**config.mk**
```make
export PLATFORM = sky130hd
export DESIGN_NAME = id_bypass_scoreboard
export DESIGN_NICKNAME = d
export VERILOG_FILES = /design/src/rtl/cpu_pkg.sv /design/src/rtl/bypass_sel.sv /design/src/rtl/id_bypass_scoreboard.sv
export SDC_FILE = /design/constraint.sdc
export NUM_CORES = 1
export LEC_CHECK = 0
export ABC_CLOCK_PERIOD_IN_PS = 10960
export CORE_AREA = 5 5 133 135
export DETAILED_ROUTE_END_ITERATION = 10
export DIE_AREA = 0 0 138 140
export PLACE_DENSITY_LB_ADDON = 0.25
export SETUP_SLACK_MARGIN = 0.05
export SLEW_MARGIN = 20
export SYNTH_ARGS = -nofsm -noshare
export SYNTH_HDL_FRONTEND = slang
export SYNTH_SLANG_ARGS = --single-unit
```
**constraint.sdc**
```tcl
create_clock -name clk -period 10.96 [get_ports clk]
set_input_delay 2.192 -clock clk [delete_from_list [all_inputs] [get_ports clk]]
set_output_delay 2.192 -clock clk [all_outputs]
set_load 0.03 [all_outputs]
```
**src/rtl/cpu_pkg.sv**
```systemverilog
// Shared CPU constants: datapath width, register count, the hardwired-zero
// register and the forwarding-source indices (EXE is youngest, WB oldest).
package cpu_pkg;

  localparam int XLEN = 32;
  localparam int NREG = 32;

  typedef logic [4:0] reg_addr_t;

  localparam reg_addr_t REG_ZERO = 5'd0;

  localparam int FWD_EXE = 0;
  localparam int FWD_MEM = 1;
  localparam int FWD_WB  = 2;

endpackage

```
**src/rtl/bypass_sel.sv**
```systemverilog
// One read port of the ID bypass network: NFWD-way priority match, with the
// youngest (lowest-index) matching producer winning over the register file.
module bypass_sel #(
  parameter int XLEN = 32,
  parameter int NFWD = 3
) (
  input  logic [4:0]           addr_i,
  input  logic [XLEN-1:0]      rf_rdata_i,
  input  logic [NFWD-1:0]      fwd_we_i,
  input  logic [NFWD*5-1:0]    fwd_addr_i,
  input  logic [NFWD*XLEN-1:0] fwd_data_i,
  input  logic [NFWD-1:0]      fwd_rdy_i,
  output logic [XLEN-1:0]      data_o,
  output logic                 hit_o,
  output logic                 rdy_o
);

  import cpu_pkg::REG_ZERO;

  // Scan oldest to youngest so the last overwrite is the youngest match.
  always_comb begin
    data_o = rf_rdata_i;
    hit_o  = 1'b0;
    rdy_o  = 1'b1;
    for (int s = NFWD - 1; s >= 0; s--) begin
      if (fwd_we_i[s] && (fwd_addr_i[5*s +: 5] == addr_i)) begin
        data_o = fwd_data_i[XLEN*s +: XLEN];
        hit_o  = 1'b1;
        rdy_o  = fwd_rdy_i[s];
      end
    end
    if (addr_i == REG_ZERO) begin
      data_o = '0;
      hit_o  = 1'b0;
      rdy_o  = 1'b1;
    end
  end

endmodule

```
**src/rtl/id_bypass_scoreboard.sv**
```systemverilog
// ID-stage operand bypass, in-flight write scoreboard and stall generation.
// Optional ID_STALL_PERF_EN adds free-running stall and RAW-stall counters.
module id_bypass_scoreboard #(
  parameter int XLEN  = 32,
  parameter int NREG  = 32,
  parameter int NRD   = 2,
  parameter int NFWD  = 3,
  parameter int MAXIF = 3
) (
  input  logic                 clk,
  input  logic                 resetn,
  input  logic                 flush,
  input  logic                 issue_fire,
  input  logic                 issue_we,
  input  logic [4:0]           issue_waddr,
  input  logic [NRD*5-1:0]     rd_addr,
  input  logic [NRD-1:0]       rd_need,
  input  logic [NRD*XLEN-1:0]  rf_rdata,
  input  logic [NFWD-1:0]      fwd_we,
  input  logic [NFWD*5-1:0]    fwd_addr,
  input  logic [NFWD*XLEN-1:0] fwd_data,
  input  logic [NFWD-1:0]      fwd_rdy,
  input  logic                 ret_we,
  input  logic [4:0]           ret_waddr,
  output logic [NRD*XLEN-1:0]  opnd_data,
  output logic                 stall,
  output logic [NREG-1:0]      sb_busy
`ifdef ID_STALL_PERF_EN
  ,
  output logic [31:0]          stall_cnt,
  output logic [31:0]          stall_raw_cnt
`endif
);

  import cpu_pkg::REG_ZERO;

  localparam int CW = $clog2(MAXIF + 1);

  logic [CW-1:0] cnt_q [NREG];
  logic [CW-1:0] cnt_d [NREG];
  logic [NRD-1:0] portHit;
  logic [NRD-1:0] portRdy;
  logic fwdStall;
  logic rawStall;
  logic ovfStall;
  logic issueInc;
  logic retDec;

  for (genvar p = 0; p < NRD; p++) begin : g_port
    bypass_sel #(.XLEN(XLEN), .NFWD(NFWD)) u_sel (
      .addr_i     (rd_addr[5*p +: 5]),
      .rf_rdata_i (rf_rdata[XLEN*p +: XLEN]),
      .fwd_we_i   (fwd_we),
      .fwd_addr_i (fwd_addr),
      .fwd_data_i (fwd_data),
      .fwd_rdy_i  (fwd_rdy),
      .data_o     (opnd_data[XLEN*p +: XLEN]),
      .hit_o      (portHit[p]),
      .rdy_o      (portRdy[p])
    );
  end

  for (genvar r = 0; r < NREG; r++) begin : g_busy
    assign sb_busy[r] = |cnt_q[r];
  end

  // A pending write that no forwarding source shows is a producer still
  // hidden in a multi-cycle unit, so only the scoreboard can reveal it.
  always_comb begin
    fwdStall = 1'b0;
    rawStall = 1'b0;
    for (int p = 0; p < NRD; p++) begin
      if (rd_need[p] && (rd_addr[5*p +: 5] != REG_ZERO)) begin
        if (portHit[p] && !portRdy[p]) fwdStall = 1'b1;
        if (!portHit[p] && (cnt_q[rd_addr[5*p +: 5]] != '0)) rawStall = 1'b1;
      end
    end
  end

  assign ovfStall = issue_we && (cnt_q[issue_waddr] == CW'(MAXIF));
  assign stall    = fwdStall || rawStall || ovfStall;
  assign issueInc = issue_fire && issue_we && (issue_waddr != REG_ZERO) && !stall;
  assign retDec   = ret_we && (ret_waddr != REG_ZERO);

  always_comb begin
    for (int r = 0; r < NREG; r++) begin
      cnt_d[r] = cnt_q[r];
      if (flush) begin
        cnt_d[r] = '0;
      end else if (r != 0) begin
        case ({issueInc && (issue_waddr == 5'(r)), retDec && (ret_waddr == 5'(r))})
          2'b10:   cnt_d[r] = cnt_q[r] + CW'(1);
          2'b01:   if (cnt_q[r] != '0) cnt_d[r] = cnt_q[r] - CW'(1);
          default: cnt_d[r] = cnt_q[r];
        endcase
      end
    end
  end

  always_ff @(posedge clk) begin
    for (int r = 0; r < NREG; r++) begin
      if (!resetn) cnt_q[r] <= '0;
      else         cnt_q[r] <= cnt_d[r];
    end
  end

  retireUnderflow : assert property (@(posedge clk) disable iff (!resetn)
    (retDec && !flush && !(issueInc && (issue_waddr == ret_waddr)))
      |-> (cnt_q[ret_waddr] != '0));

`ifdef ID_STALL_PERF_EN
  logic [31:0] stall_cnt_q;
  logic [31:0] stall_raw_cnt_q;

  always_ff @(posedge clk) begin
    if (!resetn) begin
      stall_cnt_q     <= '0;
      stall_raw_cnt_q <= '0;
    end else begin
      if (stall)    stall_cnt_q     <= stall_cnt_q + 32'd1;
      if (rawStall) stall_raw_cnt_q <= stall_raw_cnt_q + 32'd1;
    end
  end

  assign stall_cnt     = stall_cnt_q;
  assign stall_raw_cnt = stall_raw_cnt_q;
`endif

endmodule

```
# After elaboration in Yosys (flattened, before gate mapping)
# Memory sizes are Yosys's and may differ from the RTL's.
# Index checks and enable logic that the tools add are counted.
[totals] latchBits=0 output_inout_bits=97 input_bits=209 regBits=0 mem_bits_ro=0 n_memories=1 ram_bits=64
[classes] n_bitwise=32 addsub=62 n_mux=160 n_lt_le_gt_ge=0 n_shift=0 reduce_logical=157 eq_ne=131 n_mul=0 div_mod_pow=0
[mem_list] memory="cnt_q" depth=32 width=2 read_ports=35 rd_ports_with_merged_regs=0 wr=32 line_no="id_bypass_scoreboard.sv:39" rtl="logic [CW-1:0] cnt_q [NREG];"
[ops] cell="$mux W32" count=8
[ops] cell="$mux W2" count=95
[ops] cell="$eq A5 B5 Y1 const B" count=32
[ops] cell="$pmux W2 S2" count=31
[ops] cell="$eq A5 B4 Y1 const B" count=16
[ops] cell="$logic_and A1 B1 Y1" count=79
[ops] cell="$reduce_bool A2 Y1" count=33
[ops] cell="$eq A2 B2 Y1 const B" count=32
[ops] cell="$reduce_or A2 Y1" count=32
[ops] cell="$add A2 B1 Y2 const B" count=31
[ops] cell="$eq A2 B1 Y1 const B" count=31
[ops] cell="$sub A2 B1 Y2 const B" count=31
[ops] cell="$eq A5 B3 Y1 const B" count=8
[ops] cell="$or A1 B1 Y1" count=32
[ops] cell="$eq A5 B5 Y1" count=6
[ops] cell="$mux W1" count=26
[ops] cell="$eq A5 B2 Y1 const B" count=4
[ops] cell="$reduce_bool A5 Y1" count=4
[ops] cell="$eq A5 B1 Y1 const B" count=2
[ops] cell="$logic_not A5 Y1" count=2
[ops] cell="$logic_not A1 Y1" count=5
[ops] cell="$logic_or A1 B1 Y1" count=2

# Longest topological paths before layout
[logic_depth] ltp_word=21 depth_mapped=14

# Hierarchy
# Synthesis repeated with hierarchy kept, for this count alone.
[unflattened] cells_unflattened=1141 area_unflattened_um2=8187.9
[modules_own_cells] module="id_bypass_scoreboard" cells_per_inst=765 area_each_um2=5517.8 seq_area_each_um2=1241.2 instances=1
[modules_own_cells] module="bypass_sel" cells_per_inst=188 area_each_um2=1335.0 seq_area_each_um2=0.0 instances=2

# Least setup slack after synthesis
# No wires, ideal clock.
[synth_path] kind="input to output" start="in rd_addr[0]" end="out opnd_data[0]" arrival_time_ps=4433 setup_slack_ps=4335 path_stages=10 t_required_ps=8768 path_cell_list="buf_2 -> buf_2 -> xnor2_1 -> nand4_1 -> nor2_1 -> clkbuf_1 -> mux2i_1 -> a211oi_1 -> a21oi_1 -> nor2_1"
[synth_between] elab_chain_len=6
[synth_rtl] item="start, declared" line_no="id_bypass_scoreboard.sv:16" rtl="input logic [NRD*5-1:0] rd_addr,"
[synth_rtl] item="$eq A5 B5 Y1" line_no="bypass_sel.sv:26" rtl="if (fwd_we_i[s] && (fwd_addr_i[5*s +: 5] == addr_i)) begin"
[synth_rtl] item="$logic_and A1 B1 Y1" line_no="bypass_sel.sv:26"
[synth_rtl] item="$mux W32 (3 in a row)" line_no="bypass_sel.sv:26"
[synth_rtl] item="$mux W32 *" line_no="bypass_sel.sv:32" rtl="if (addr_i == REG_ZERO) begin"
[synth_rtl] item="end, declared" line_no="id_bypass_scoreboard.sv:25" rtl="output logic [NRD*XLEN-1:0] opnd_data,"
# Mark *: on every way between the ends. The rest lies on a longest branch, timed or not.

# Final worst setup path
[layout_path] start="in rd_addr[0]" end="out stall"
[layout_between] elab_chain_len=14
[layout_rtl] item="$eq A5 B5 Y1" line_no="bypass_sel.sv:26"
[layout_rtl] item="$logic_and A1 B1 Y1" line_no="bypass_sel.sv:26"
[layout_rtl] item="$mux W1 (3 in a row)" line_no="bypass_sel.sv:26"
[layout_rtl] item="$mux W1" line_no="bypass_sel.sv:32"
[layout_rtl] item="$logic_not A1 Y1 (on tied branches)" line_no="id_bypass_scoreboard.sv:74, id_bypass_scoreboard.sv:75"
[layout_rtl] item="$logic_and A1 B1 Y1 (on tied branches)" line_no="id_bypass_scoreboard.sv:74, id_bypass_scoreboard.sv:75"
[layout_rtl] item="$mux W1 (on tied branches)" line_no="id_bypass_scoreboard.sv:74, id_bypass_scoreboard.sv:75"
[layout_rtl] item="$mux W1" line_no="id_bypass_scoreboard.sv:73" rtl="if (rd_need[p] && (rd_addr[5*p +: 5] != REG_ZERO)) begin"
[layout_rtl] item="$mux W1 (on tied branches)" line_no="id_bypass_scoreboard.sv:74, id_bypass_scoreboard.sv:75"
[layout_rtl] item="$mux W1" line_no="id_bypass_scoreboard.sv:73"
[layout_rtl] item="$logic_or A1 B1 Y1 * (2 in a row)" line_no="id_bypass_scoreboard.sv:81" rtl="assign stall = fwdStall || rawStall || ovfStall;"
[layout_rtl] item="end, declared" line_no="id_bypass_scoreboard.sv:26" rtl="output logic stall,"
# Marks and branches as above.

==> results.cfg <==
[critical_path]
crit_path_end = stall
worstSetupPathType = input pin to output pin
reg2reg_depth = 9
r2r_end = cnt_q[22][0]
rr_startpoint = cnt_q[21][0]
end_kind = output pin
required_ns = 8.77
worstPathArrival_ns = 6.41
startpoint_type = input pin
crit_start = rd_addr[0]
r2r_slack_ns = 7.06
crit_fanout = 65

[placement]
io_buffer_count = 304
placed_cells = 1646
place_congestion = 1.022
dp_hpwl_um = 28860

[synth]
synthSimpleGateAreaFrac = 0.3296
ys.warnings.count = 0
syn_inst = 1206
synth_cell_type_count = 69
ys_async_sr_fraction = 0
synth_edf_count = 0
synth_nets = 1415
synthFlopType = dfxtp_1
synth-compound-area-share = 0.2858
synthAdderAreaFrac = 0
synth_mux_area_frac = 0.1136
ys_seq_area_frac = 0.1577
synth_top_family_by_area = simple AND/OR/NAND/NOR gates
avgSynthCellArea_um2 = 6.528
synthXorXnorAreaFrac = 0.04673
synth_seq_cells = 62
synthesis.area_um2 = 7873

[final_layout]
layout-drive-gt1-share = 0.05340
fin_cells = 1667
largest_reg_flops = 62
num-nets-final = 1646
areaGrowthSynthToFinish_pct = 43.44
reg_top3 = cnt_q x62
regMostFlops = cnt_q

[power_and_ir_drop]
power_density_nw_per_um2 = 78.54
p_sw_w = 0.0003027
comb_power_share = 0.387
swShare = 0.3413
seqPwrFrac = 0.255
p_leak_nw = 4.274
max-vdd-ir-drop_mv = 0.08274
p_clk_frac = 0.358
p_int_w = 0.0005842

[grt]
grt_antenna_before_repair = 4
grt-ovfl-total = 0
grtUsageTotal = 0.3591
grt_pass1_wl_um = 55530
first_global_vias = 9596
grt_max_degree = 67

[detailed_routing]
via_per_inst = 6.388
first_pass_iters = 7
wl_met2_um = 16850
wl_per_cell_um = 22.56
ant_nets = 0
top_layer = met4
routed_wl_um = 37600
drt_iter0_drc = 1267
vias = 10649
drc = 0
wirelength_met1_um = 14210
wl_met3_um = 4854

[status]
status = finished clean

[clock_network]
clk_path_buf_depth = 2
htreeDepth = 3
cts_tree = done
hold_buffers = 0
numCtsBuffers = 9
cts_sinks = 62
cts_resized = 0
clk_pin_slew_ns = 0.05
insertion_delay_ns = 0.34
root_buffer = clkbuf_16
cts_post_setup_buffers_inserted = 0

[die]
dieArea_um2 = 19320
pin_count = 306
start_util = 0.4816
die_h_um = 140
rows = 47
coreArea_um2 = 16350
die_w_um = 138

[timing]
tightest_slew_ns = 1.108
fin_crit_ns = 8.607
rsz0062_at_grt = false
finalHoldViolCount = 0
setup-tns-final_ns = 0
maxSlewHeadroom = 0.2573
timing.final.crit_share = 0.7853
skew_ns = 0.008208
fmaxAchievable_ghz = 0.1162
report.final.slew_viol_count = 0
setup_viol = 0

[run]
maxCapViolations = 0

[min_path]
min_path_type = flop to flop
## layout by cell type, fill, tap and decap left out, types with 5 or more instances in the layout
cell | netlist | layout
inv_1 | 27 | 27
xnor2_1 | 15 | 15
nor2b_1 | 12 | 11
clkbuf_16 | 0 | 9
diode_2 | 0 | 5
mux2i_1 | 68 | 68
mux4_2 | 9 | 9
a221oi_1 | 13 | 13
or3_1 | 12 | 12
a211oi_1 | 90 | 90
dfxtp_1 | 62 | 62
o22ai_1 | 24 | 24
nand3b_1 | 5 | 5
nor4_1 | 23 | 21
a2111oi_0 | 5 | 5
buf_4 | 4 | 15
xor2_1 | 27 | 27
a21oi_1 | 118 | 118
and3_1 | 11 | 9
or2_2 | 15 | 15
o21ai_0 | 29 | 29
clkdlybuf4s50_1 | 0 | 304
and2_1 | 5 | 5
nand2_1 | 122 | 122
nand2b_1 | 12 | 12
nor2_1 | 202 | 200
a31oi_1 | 10 | 10
o211ai_1 | 9 | 9
a21o_1 | 12 | 12
nor3_1 | 59 | 59
nand3_1 | 35 | 32
nand4_1 | 5 | 5
## cell families (layout without fill, tap and decap cells)
family	count (synthesis)	after routing
multiplexers	78	78
buffers and inverters	128	364
flip-flops	62	62
AND/OR/NAND/NOR	549	549
XOR/XNOR	42	42
AO/OA/AOI/OAI	346	346
other	1	6
## worst min path at each step
stage,startpoint,endpoint,slack [ns],depth (start not counted)
final,cnt_q[10][1],cnt_q[10][1],0.51,2
after global routing,cnt_q[12][1],cnt_q[12][1],0.54,2
after CTS,cnt_q[10][1],cnt_q[10][1],0.51,2
after detailed placement,cnt_q[10][1],cnt_q[10][1],0.51,2
after global placement,cnt_q[10][1],cnt_q[10][1],0.49,2
after floorplan,cnt_q[31][0],cnt_q[31][0],0.47,1
## per-layer routing
layer  vias up  track usage
met5         -            0
met4         0       0.1576
met3       115       0.1101
met2       730       0.5594
met1      4921       0.4595
li1       4883            -
## power by group through the flow
stage	combinational, W	sequential [W]	clock (W)
floorplan	0.000172	0.000231	0
global placement	0.000334	0.000231	0
detailed placement	0.000336	0.000231	0
CTS	0.000338	0.000226	0.000317
global route	0.000361	0.000226	0.000329
finish	0.000343	0.000226	0.000318
## Yosys cell counts, types with 10 or more instances
cell type  number  area [um2]
xnor2_1        15       131.4
buf_1          19       71.32
clkbuf_1       61       229.0
or2_2          15       93.84
nor3_1         59       295.3
nand2b_1       12       75.07
nor4_1         23       143.9
o21ai_0        29       145.1
nand3_1        35       175.2
a21oi_1       118       590.6
a211oi_1       90       675.7
or3_1          12       75.07
buf_2          14       70.07
nand2_1       122       457.9
and3_1         11       68.82
a31oi_1        10       62.56
o22ai_1        24       150.1
inv_1          27       101.4
a221oi_1       13       113.9
mux2i_1        68       680.7
a21o_1         12       90.09
xor2_1         27       236.5
nor2_1        202       758.2
nor2b_1        12       75.07
dfxtp_1        62        1241
## cell type report
| cell class | count | area (um2) |
|---|---|---|
| multi-input cells | 1016 | 6173 |
| fillers | 1493 | 5056 |
| repair buffers | 319 | 3156 |
| flip-flops and latches | 62 | 1241 |
| well taps | 220 | 275.3 |
| clock buffers | 11 | 242.7 |
| inverters | 29 | 108.9 |
| clock inverters | 5 | 82.58 |
| diodes | 5 | 12.51 |
## worst max-delay path: stages
cell,delay (ns)
clkdlybuf4s50_1,0.76
xor2_1,0.31
nor4_1,0.42
nand3_2,0.11
buf_4,0.33
mux2i_1,0.24
o21a_1,0.37
a21o_1,0.66
nor2_2,0.09
inv_2,0.19
clkdlybuf4s50_1,0.70
## metrics by stage
step / instance area, um2 / power, W / setup WS (ns) / util / hold slack (ns)
2_1_floorplan: 7873 / 0.0004025 / 4.335 / - / 0.4735
3_3_place_gp: 10950 / 0.0005645 / 2.595 / 0.6701 / 0.4942
3_5_place_dp: 10950 / 0.0005669 / 2.449 / 0.6701 / 0.5074
4_1_cts: 11280 / 0.0008804 / 2.446 / 0.6900 / 0.5145
5_1_grt: 11290 / 0.0009158 / 2.138 / 0.6904 / 0.5400
6_report: 11290 / 0.0008869 / 2.353 / 0.6907 / 0.5108
No activity file was read; power rests on OpenSTA's default activity.
